===== src/rtl/sync_updown_cnt_param_pkg.sv =====
// Shared constants and the digit-range helper for the cascaded up/down counter.
// Holds no logic of its own; it is imported by the interface and both modules.
package sync_cnt_pkg;

  localparam int         DIGIT_W = 4;
  localparam logic [3:0] BIN_MAX = 4'hF;
  localparam logic [3:0] BCD_MAX = 4'd9;

  function automatic logic [DIGIT_W-1:0] digit_max(input bit bcd);
    return bcd ? BCD_MAX : BIN_MAX;
  endfunction

endpackage


===== src/rtl/sync_updown_cnt_param_if.sv =====
// Control/data bundle of the cascaded counter: the master drives controls, the
// slave (the counter) returns the count and its wrap strobes.
interface sync_updown_cnt_param_if #(
  parameter int DIGITS = 2
);
  import sync_cnt_pkg::*;

  logic                       en;
  logic                       up;
  logic                       preset;
  logic [DIGIT_W*DIGITS-1:0]  d;
  logic [DIGIT_W*DIGITS-1:0]  q;
  logic                       co;
  logic                       bo;
  logic                       tffout;

  modport master (
    output en, up, preset, d,
    input  q, co, bo, tffout
  );

  modport slave (
    input  en, up, preset, d,
    output q, co, bo, tffout
  );

endinterface


===== src/rtl/sync_updown_cnt_param_digit.sv =====
// One 4-bit up/down digit (binary or BCD) with synchronous load; 1-cycle latency.
// No backpressure: en_in gates counting, carry/borrow feed the next digit's enable.
module updown_digit
  import sync_cnt_pkg::*;
#(
  parameter int BCD = 0
) (
  input  logic               clk,
  input  logic               rst_n,
  input  logic               en_in,
  input  logic               up,
  input  logic               preset,
  input  logic [DIGIT_W-1:0] d,
  output logic [DIGIT_W-1:0] q,
  output logic               carry,
  output logic               borrow
);

  localparam logic [DIGIT_W-1:0] MAX = digit_max(BCD != 0);

  // Out-of-range BCD codes (10..15) roll over on the way up like the max value.
  assign carry  = (q >= MAX);
  assign borrow = (q == '0);

  always_ff @(posedge clk or negedge rst_n) begin
    if (!rst_n) begin
      q <= '0;
    end else if (!preset) begin
      q <= d;
    end else if (en_in) begin
      if (up) begin
        q <= carry ? '0 : q + 1'b1;
      end else begin
        q <= borrow ? MAX : q - 1'b1;
      end
    end
  end

endmodule


===== src/rtl/sync_updown_cnt_param.sv =====
// Cascaded DIGITS x 4-bit up/down counter with load, CO/BO strobes and a wrap toggle.
// Latency 1 cycle; no backpressure: en gates counting, CO/BO may enable a further stage.
module sync_updown_cnt_param
  import sync_cnt_pkg::*;
#(
  parameter int DIGITS = 2,
  parameter int BCD    = 0
) (
  input  logic                     clk,
  input  logic                     rst_n,
  sync_updown_cnt_param_if.slave   bus
);

  localparam int                  W       = DIGIT_W * DIGITS;
  localparam logic [W-1:0]        ALL_MAX = {DIGITS{digit_max(BCD != 0)}};

  logic [DIGIT_W-1:0] q_dig   [DIGITS];
  logic               carry   [DIGITS];
  logic               borrow  [DIGITS];
  logic [DIGITS:0]    en_chain;
  logic [W-1:0]       q_all;
  logic               all_max;
  logic               all_zero;
  logic               co_int;
  logic               bo_int;
  logic               tff_q;

  assign en_chain[0] = bus.en;

  for (genvar k = 0; k < DIGITS; k++) begin : g_digit
    updown_digit #(
      .BCD (BCD)
    ) u_digit (
      .clk    (clk),
      .rst_n  (rst_n),
      .en_in  (en_chain[k]),
      .up     (bus.up),
      .preset (bus.preset),
      .d      (bus.d[k*DIGIT_W +: DIGIT_W]),
      .q      (q_dig[k]),
      .carry  (carry[k]),
      .borrow (borrow[k])
    );

    assign en_chain[k+1] = en_chain[k] & (bus.up ? carry[k] : borrow[k]);
  end

  always_comb begin
    q_all = '0;
    for (int k = 0; k < DIGITS; k++) begin
      q_all[k*DIGIT_W +: DIGIT_W] = q_dig[k];
    end
  end

  assign all_max  = (q_all == ALL_MAX);
  assign all_zero = (q_all == '0);

  // At all-max / all-zero every digit ripples, so the last chain stage equals en;
  // the exact compare keeps invalid BCD digits from faking a wrap.
  assign co_int = bus.preset &  bus.up & en_chain[DIGITS] & all_max;
  assign bo_int = bus.preset & ~bus.up & en_chain[DIGITS] & all_zero;

  always_ff @(posedge clk or negedge rst_n) begin
    if (!rst_n) begin
      tff_q <= 1'b0;
    end else if (co_int | bo_int) begin
      tff_q <= ~tff_q;
    end
  end

  assign bus.q      = q_all;
  assign bus.co     = co_int;
  assign bus.bo     = bo_int;
  assign bus.tffout = tff_q;

endmodule


===== src/flat_wrapper.sv =====
// flat-port wrapper written by rule: the top's interface ports become plain ports
module sync_updown_cnt_param_flat import sync_cnt_pkg::*;
#(
  parameter int DIGITS = 2,
  parameter int BCD    = 0
)
  (clk, rst_n, bus_en, bus_up, bus_preset, bus_d, bus_q, bus_co, bus_bo, bus_tffout);
  sync_updown_cnt_param_if #(.DIGITS(DIGITS)) bus_i ();
  input  logic clk;
  input  logic rst_n;
  input wire logic [$bits(bus_i.en)-1:0] bus_en;
  input wire logic [$bits(bus_i.up)-1:0] bus_up;
  input wire logic [$bits(bus_i.preset)-1:0] bus_preset;
  input wire logic [$bits(bus_i.d)-1:0] bus_d;
  output wire logic [$bits(bus_i.q)-1:0] bus_q;
  output wire logic [$bits(bus_i.co)-1:0] bus_co;
  output wire logic [$bits(bus_i.bo)-1:0] bus_bo;
  output wire logic [$bits(bus_i.tffout)-1:0] bus_tffout;
  assign bus_i.en = bus_en;
  assign bus_i.up = bus_up;
  assign bus_i.preset = bus_preset;
  assign bus_i.d = bus_d;
  assign bus_q = bus_i.q;
  assign bus_co = bus_i.co;
  assign bus_bo = bus_i.bo;
  assign bus_tffout = bus_i.tffout;
  sync_updown_cnt_param #(.DIGITS(DIGITS), .BCD(BCD)) u_core (.clk(clk), .rst_n(rst_n), .bus(bus_i));
endmodule

===== config.mk =====
export PLATFORM = sky130hd
export DESIGN_NAME = sync_updown_cnt_param_flat
export DESIGN_NICKNAME = d
export VERILOG_FILES = /design/src/rtl/sync_updown_cnt_param_pkg.sv /design/src/rtl/sync_updown_cnt_param_if.sv /design/src/rtl/sync_updown_cnt_param_digit.sv /design/src/rtl/sync_updown_cnt_param.sv /design/src/flat_wrapper.sv
export SDC_FILE = /design/constraint.sdc
export NUM_CORES = 1
export LEC_CHECK = 0
export CAP_MARGIN = 20
export CORE_MARGIN = 8
export CORE_UTILIZATION = 48
export DETAILED_ROUTE_END_ITERATION = 8
export PLACE_DENSITY_LB_ADDON = 0.2
export SLEW_MARGIN = 20
export SYNTH_ARGS = -nofsm -noshare
export SYNTH_HDL_FRONTEND = slang
export SYNTH_SLANG_ARGS = --single-unit

===== constraint.sdc =====
create_clock -name clk -period 2.84 [get_ports clk]
set_clock_uncertainty 0.2 [all_clocks]
set_input_delay 0.568 -clock clk [delete_from_list [all_inputs] [get_ports clk]]
set_output_delay 0.568 -clock clk [all_outputs]
set_load 0.01 [all_outputs]

==> out/summary.txt, run 1 <==
Run status -> complete, no violations
Area of the core region -> 0.001471 mm^2
Path category of the worst min-delay check -> reg -> reg
Top Layer Used -> met4
WL final -> 1909 um
Met3 WL post-DR -> 133 um
Vias per cell -> 5.569
Switching part of the total power -> 33.23%
Area of all placed cells without fillers -> 0.001028 mm^2
Maximum operating frequency -> 0.3697 GHz
Nets in the synthesized netlist -> 102
List of most frequent post-synthesis cells -> 11 x a21oi_1, 10 x inv_1, 9 x dfrtp_1, 8 x nor2_1, 5 x o21ai_0
Syn-to-layout area delta -> 40.03%
Sequential share of the synthesized area -> 30.66%
Highest net fanout along the worst path -> 6
Setup tns final -> 0 ns
Part of the total power dissipated in combinational logic -> 36.9%
Vias -> 724
Sum of routed wire segments on met1 -> 836 um
Time the final worst path needs with I/O delays and setup -> 2.705 ns
Number of cell instances on the worst register-to-register path -> 7
Routability-driven placement congestion ratio -> 0.8486
Post-synthesis instance area -> 734.5 um^2
Worst setup path class -> reg -> out
Antenna diodes -> 0
Worst VDD drop -> 308.2 uV
Pin count of the biggest net entering global routing -> 15
Post-synth cell types -> 36
Share of layout cells above drive strength 1 -> 13.16%
Hold path depth -> 1
CP required -> 2.07 ns
Worst Setup End Kind -> primary output
Final Util -> 69.90%
Number of post-CTS setup repair buffers -> 0
Most frequent cell after synthesis -> a21oi_1
MaxCap Viol Count -> 0
Yosys warning total -> 0
Buffers added on ports -> 23
Clock root buffer -> clkbuf_4
Wire length of the first global-routing pass -> 3346 um
Normalized max-slew margin -> 73.66%
Internal cell power -> 0.2831 mW
Global-route total usage across every layer -> 14.58%
Switching power of the nets -> 0.1409 mW
Number of placement rows -> 14
Number of sinks on the clock net -> 9
Number of enable-type register cells in the synthesized netlist -> 0
Cell taking the most area after synthesis -> dfrtp_1
Later-pin clock latency in the skew report -> 0.25 ns
Post-route ant nets -> 0
CTS H-tree lvls -> 1
Buffers from clock root to sink, at most -> 2
Initial core utilization -> 49.91%
Signal arrival time at the worst endpoint -> 1.94 ns
Chip Width -> 55.12 um
Congestion Overflow GR -> 0
Fraction of synthesis flops using an asynchronous set or reset pin -> 100.0%
Number of failing hold endpoints at the final stage -> 0
Die Footprint -> 0.003038 mm^2
Final Non-Filler Cells -> 130
Height of the die -> 55.12 um
Ratio of final minimum period to clock period -> 95.24%
Transition at the pin with the smallest max-transition slack -> 0.3939 ns
TritonCTS Buffers -> 3
Detailed Routing Iterations Pass 1 -> 4
Most used flip-flop cell after synthesis -> dfrtp_1
Initial antenna violation count -> 0
Power share of the clock group -> 22.2%
Startpoint Class -> register
Unrepaired setup endpoints after global routing -> false
Initial DRC Count -> 12
Leakage power of the design -> 0.4605 nW
Half-perimeter wire length of the detailed placement result -> 1547 um
Vias in the first global route -> 746
Power per cell area -> 412.2 mW/mm^2
DRC violation count after routing -> 0
Total of flip-flops plus latches after synthesis -> 9
Average footprint of a synthesized cell -> 8.641 um^2
Final-report max-slew violation count -> 0
Io pins -> 24
Clock input transition at the sequential cells of the worst setup and hold paths -> 0.07 ns
Post-DR wirelength/cell -> 14.68 um
Area share of the largest cell type after synthesis -> 30.66%
Number of cells in the design after placement -> 126
Total met2 wirelength after detailed routing -> 925 um
Final #Nets -> 132
Hold buffer count at CTS -> 0
Seq pwr share -> 40.9%
Clock tree from TritonCTS -> done
Number of instances in the synthesized netlist -> 85
Cell area after placement -> 0.001002 mm^2
Largest cells by area after synthesis -> dfrtp_1 31%, a21oi_1 7.5%, ha_1 6.8%
Setup Viol. Count Final -> 0
[path summary, 6_finish.rpt]
check,start,end,slack [ns]
setup reg to reg,u_core.g_digit[0].u_digit.q[0]$_DFFE_PN0P_,u_core.g_digit[1].u_digit.q[3]$_DFFE_PN0P_,0.66
hold / removal,u_core.bus.tffout$_DFFE_PN0P_,u_core.bus.tffout$_DFFE_PN0P_,0.29
hold reg to reg,u_core.bus.tffout$_DFFE_PN0P_,u_core.bus.tffout$_DFFE_PN0P_,0.29
setup / recovery,u_core.g_digit[0].u_digit.q[0]$_DFFE_PN0P_,bus_co,0.14
min in group asynchronous,rst_n,u_core.g_digit[0].u_digit.q[2]$_DFFE_PN0P_,0.40
max in group asynchronous,rst_n,u_core.g_digit[0].u_digit.q[1]$_DFFE_PN0P_,1.74
[routing by layer]
metal | GRT usage [%] | vias up
met2 | 22.20 | 23
met5 | 0 | -
met4 | 5.600 | 0
met3 | 2.941 | 2
li1 | - | 364
met1 | 19.69 | 335
[sequential cells by signal, summed over array words and instances, names as in the netlist]
register and cells:
u_core.g_digit.u_digit.q 8, u_core.bus.tffout 1
[power by group through the flow]
stage	combinational, mW	sequential, mW	clock [mW]
after floorplan	0.0827	0.173	0
after global placement	0.154	0.172	0
after detailed placement	0.157	0.175	0
after CTS	0.158	0.172	0.0988
after global routing	0.174	0.176	0.106
final	0.157	0.173	0.0940
[layout by cell type, fill, tap and decap left out, drive strengths merged, types with 2 or more instances in the layout]
cell,count
clkdlybuf4s50,21
mux2,2
a21oi,11
clkbuf,3
inv,10
nand2,3
xor2,3
o21ai,6
ha,4
a21o,2
xnor2,3
dlygate4sd2,2
nor2,8
nor4b,2
buf,5
dfrtp,9
[cell type report]
| class | count | area, um^2 |
|---|---|---|
| clock buffer | 3 | 22.52 |
| clock inverter | 1 | 5.005 |
| fill | 135 | 442.9 |
| inverter | 10 | 37.54 |
| multi-input combinational | 63 | 451.7 |
| sequential | 9 | 226.5 |
| tap | 16 | 20.02 |
| timing repair buffer | 28 | 265.3 |
[critical path, stage by stage, from the launching register on]
cell and delay, ns:
dfrtp_1 0.45, ha_1 0.22, and4_1 0.22, nand4_1 0.13, nor2_1 0.11, clkdlybuf4s50_1 0.54
[stage by stage]
step	setup WS [ns]	power, mW	hold WS [ns]
2_1_floorplan	0.6593	0.2557	0.07241
3_3_place_gp	-0.02624	0.3261	0.2576
3_5_place_dp	-0.07826	0.3318	0.2865
4_1_cts	0.1012	0.4290	0.2964
5_1_grt	0.009482	0.4564	0.3056
6_report	0.1352	0.4240	0.2898
[kinds of logic (layout without fill, tap and decap cells)]
family	Yosys count	count (layout)	synth area share, %
compound gates	29	29	25.56
buf+inv	13	42	7.836
mux	3	3	4.429
fa+ha+maj	4	4	6.815
xor+xnor	6	6	7.156
simple gates	21	21	17.55
flops	9	9	30.66
[timing repair]
item	in CTS	in global routing
endpoints found under the setup margin	2	1
cloned	0	0
resized for setup	2	1
Power figures use the tool's default switching activity.
==> run 2, diff against run 1 <==
--- a/config.mk
+++ b/config.mk
@@ -10,7 +10,7 @@
 export CORE_UTILIZATION = 48
 export DETAILED_ROUTE_END_ITERATION = 8
 export PLACE_DENSITY_LB_ADDON = 0.2
-export SLEW_MARGIN = 20
+export SETUP_SLACK_MARGIN = 0.5
 export SYNTH_ARGS = -nofsm -noshare
 export SYNTH_HDL_FRONTEND = slang
 export SYNTH_SLANG_ARGS = --single-unit
==> run 2 against run 1 <==
  * Fmax up 16%
  * Clock power is 0.5% higher
  * Clock-buffer cell count is the same
  * Global-route usage increased by 0.86 points
  * Die area stayed put
  * First-iteration DRC count grew 110%
  * Via count increased by 13%
  * Final cell count up 6.2%
  * Critical path depth up 1
  * Register-to-register slack worse by 0.09 ns
  * Wire length grew 20%
  * Largest power group is now combinational logic
==> out/summary.txt, run 2 (same netlist as run 1, synthesis figures left out) <==
Run status -> complete, no violations
Most frequent standard cell in the layout excluding fill and tap cells -> clkdlybuf4s50_1
Final Non-Filler Cells -> 138
Chip Width -> 55.12 um
MaxCap Viol Count -> 0
Unrepaired setup endpoints after global routing -> true
Most flop-heavy register -> u_core.g_digit.u_digit.q
Routability-driven placement congestion ratio -> 0.8486
End of the worst hold path -> u_core.bus.tffout$_DFFE_PN0P_
Syn-to-layout area delta -> 51.62%
Maximum operating frequency -> 0.4294 GHz
Commonest cells after routing, fill and taps aside -> 20 x clkdlybuf4s50_1, 13 x buf_4, 11 x a21oi_1
Worst Setup End Kind -> primary output
Wire length of the first global-routing pass -> 3519 um
Final Util -> 75.68%
PnR Total Power -> 0.4572 mW
Clock tree from TritonCTS -> done
Final-report max-slew violation count -> 0
Leakage power of the design -> 0.4973 nW
TritonCTS Buffers -> 3
DRC violation count after routing -> 0
Antenna diodes -> 0
Worst VDD drop -> 319.8 uV
Startpoint Class -> register
Hold path depth -> 1
Vias -> 815
Share of layout cells above drive strength 1 -> 25.41%
Worst-path cell chain -> inv_4 > ha_4 > nor4b_4 > nand3b_1 > nor3_2 > buf_2
Io pins -> 24
Register-to-register path setup slack -> 0.57 ns
Time the final worst path needs with I/O delays and setup -> 2.329 ns
Initial antenna violation count -> 0
Detailed Routing Iterations Pass 1 -> 4
Vias per cell -> 5.906
Startpoint of the most critical hold path -> u_core.bus.tffout$_DFFE_PN0P_
Fill cells -> 118
Die Footprint -> 0.003038 mm^2
Number of failing hold endpoints at the final stage -> 0
Number of flip-flops in the largest register -> 8
Combined buffer and inverter count along the critical path -> 2
Hold buffer count at CTS -> 0
Buffers added on ports -> 23
Congestion Overflow GR -> 0
Worst path max stage delay -> 0.47 ns
CTS H-tree lvls -> 1
Clock root buffer -> clkbuf_4
Height of the die -> 55.12 um
Transition at the pin with the smallest max-transition slack -> 0.3865 ns
Number of cell instances on the worst register-to-register path -> 9
Vias in the first global route -> 775
Area of all placed cells without fillers -> 0.001114 mm^2
Initial DRC Count -> 25
Half-perimeter wire length of the detailed placement result -> 1547 um
WL final -> 2296 um
Buffers from clock root to sink, at most -> 2
Setup tns final -> 0 ns
Worst setup path class -> reg -> out
Pin count of the biggest net entering global routing -> 15
Cell area after placement -> 0.001002 mm^2
Signal arrival time at the worst endpoint -> 1.56 ns
Worst flop-to-flop path startpoint -> u_core.g_digit[0].u_digit.q[0]$_DFFE_PN0P_
Power per cell area -> 410.6 mW/mm^2
Number of cells in the design after placement -> 126
Post-route ant nets -> 0
Later-pin clock latency in the skew report -> 0.26 ns
Global-route total usage across every layer -> 15.44%
Area of the core region -> 0.001471 mm^2
Clock input transition at the sequential cells of the worst setup and hold paths -> 0.07 ns
Top Family by Delay on Critical Path -> flip-flops
Number of sinks on the clock net -> 9
Path category of the worst min-delay check -> reg -> reg
Initial core utilization -> 49.91%
Critical Path Slowest Stage Cell -> dfrtp_2
CP required -> 2.07 ns
Ratio of final minimum period to clock period -> 82.01%
Normalized max-slew margin -> 73.57%
Number of placement rows -> 14
Setup Viol. Count Final -> 0
Final #Nets -> 140
Highest net fanout along the worst path -> 4
Worst flop-to-flop path endpoint -> u_core.g_digit[1].u_digit.q[3]$_DFFE_PN0P_
Post-DR wirelength/cell -> 16.64 um
## run 2: cell types whose count changed in the layout (fill, tap and decap cells not counted), sizes merged
cell,previous run,this run
buf,5,15
clkdlybuf4s50,21,20
dlygate4sd2,2,1
## run 2: how the worst max path moves through the flow
stage | from | endpoint | slack [ns] | cells past startpoint
after floorplan | u_core.g_digit[0].u_digit.q[0]$_DFFE_PN0P_ | bus_bo | 0.66 | 5
final | u_core.g_digit[0].u_digit.q[0]$_DFFE_PN0P_ | bus_bo | 0.51 | 6
after detailed placement | bus_up | bus_co | -0.08 | 5
after global routing | u_core.g_digit[0].u_digit.q[0]$_DFFE_PN0P_ | bus_bo | 0.42 | 6
after CTS | u_core.g_digit[0].u_digit.q[0]$_DFFE_PN0P_ | bus_co | 0.49 | 5
after global placement | bus_up | bus_bo | -0.03 | 5
## run 2: area by class of cell
cell class	instances	area (um^2)	share of cell area (%)
Clock inverter	1	5.005	0.4494
Clock buffer	3	22.52	2.022
Sequential cell	9	227.7	20.45
Timing Repair Buffer	36	316.6	28.43
Multi-Input combinational cell	63	481.7	43.26
Tap cell	16	20.02	1.798
Inverter	10	40.04	3.595
## run 2: what timing repair did
action	4_1_cts	5_1_grt
endpoints found under the hold margin	0	0
buffers inserted	4	4
setup endpoints to repair	2	2
resized for setup	13	6
pin swaps	1	4
## run 2: metal layers
metal	vias to the layer above	wire, um	GRT usage (%)
met2	47	1106	24.44
li1	381	-	-
met1	381	919	19.84
met4	0	47	5.600
met5	-	0	0
met3	6	223	3.743
## run 2: per-stage QoR
stage / hold WS [ns] / worst slack [ns]
2_1_floorplan: 0.07241 / 0.6593
3_3_place_gp: 0.2576 / -0.02624
3_5_place_dp: 0.2865 / -0.07826
4_1_cts: 0.2964 / 0.4899
5_1_grt: 0.3058 / 0.4250
6_report: 0.2914 / 0.5110
## run 2: report_power, final
part	total [mW]	switching (mW)	internal, mW
Combinational	0.188	0.0818	0.106
Sequential	0.175	0.0315	0.144
Clock	0.0945	0.0428	0.0517
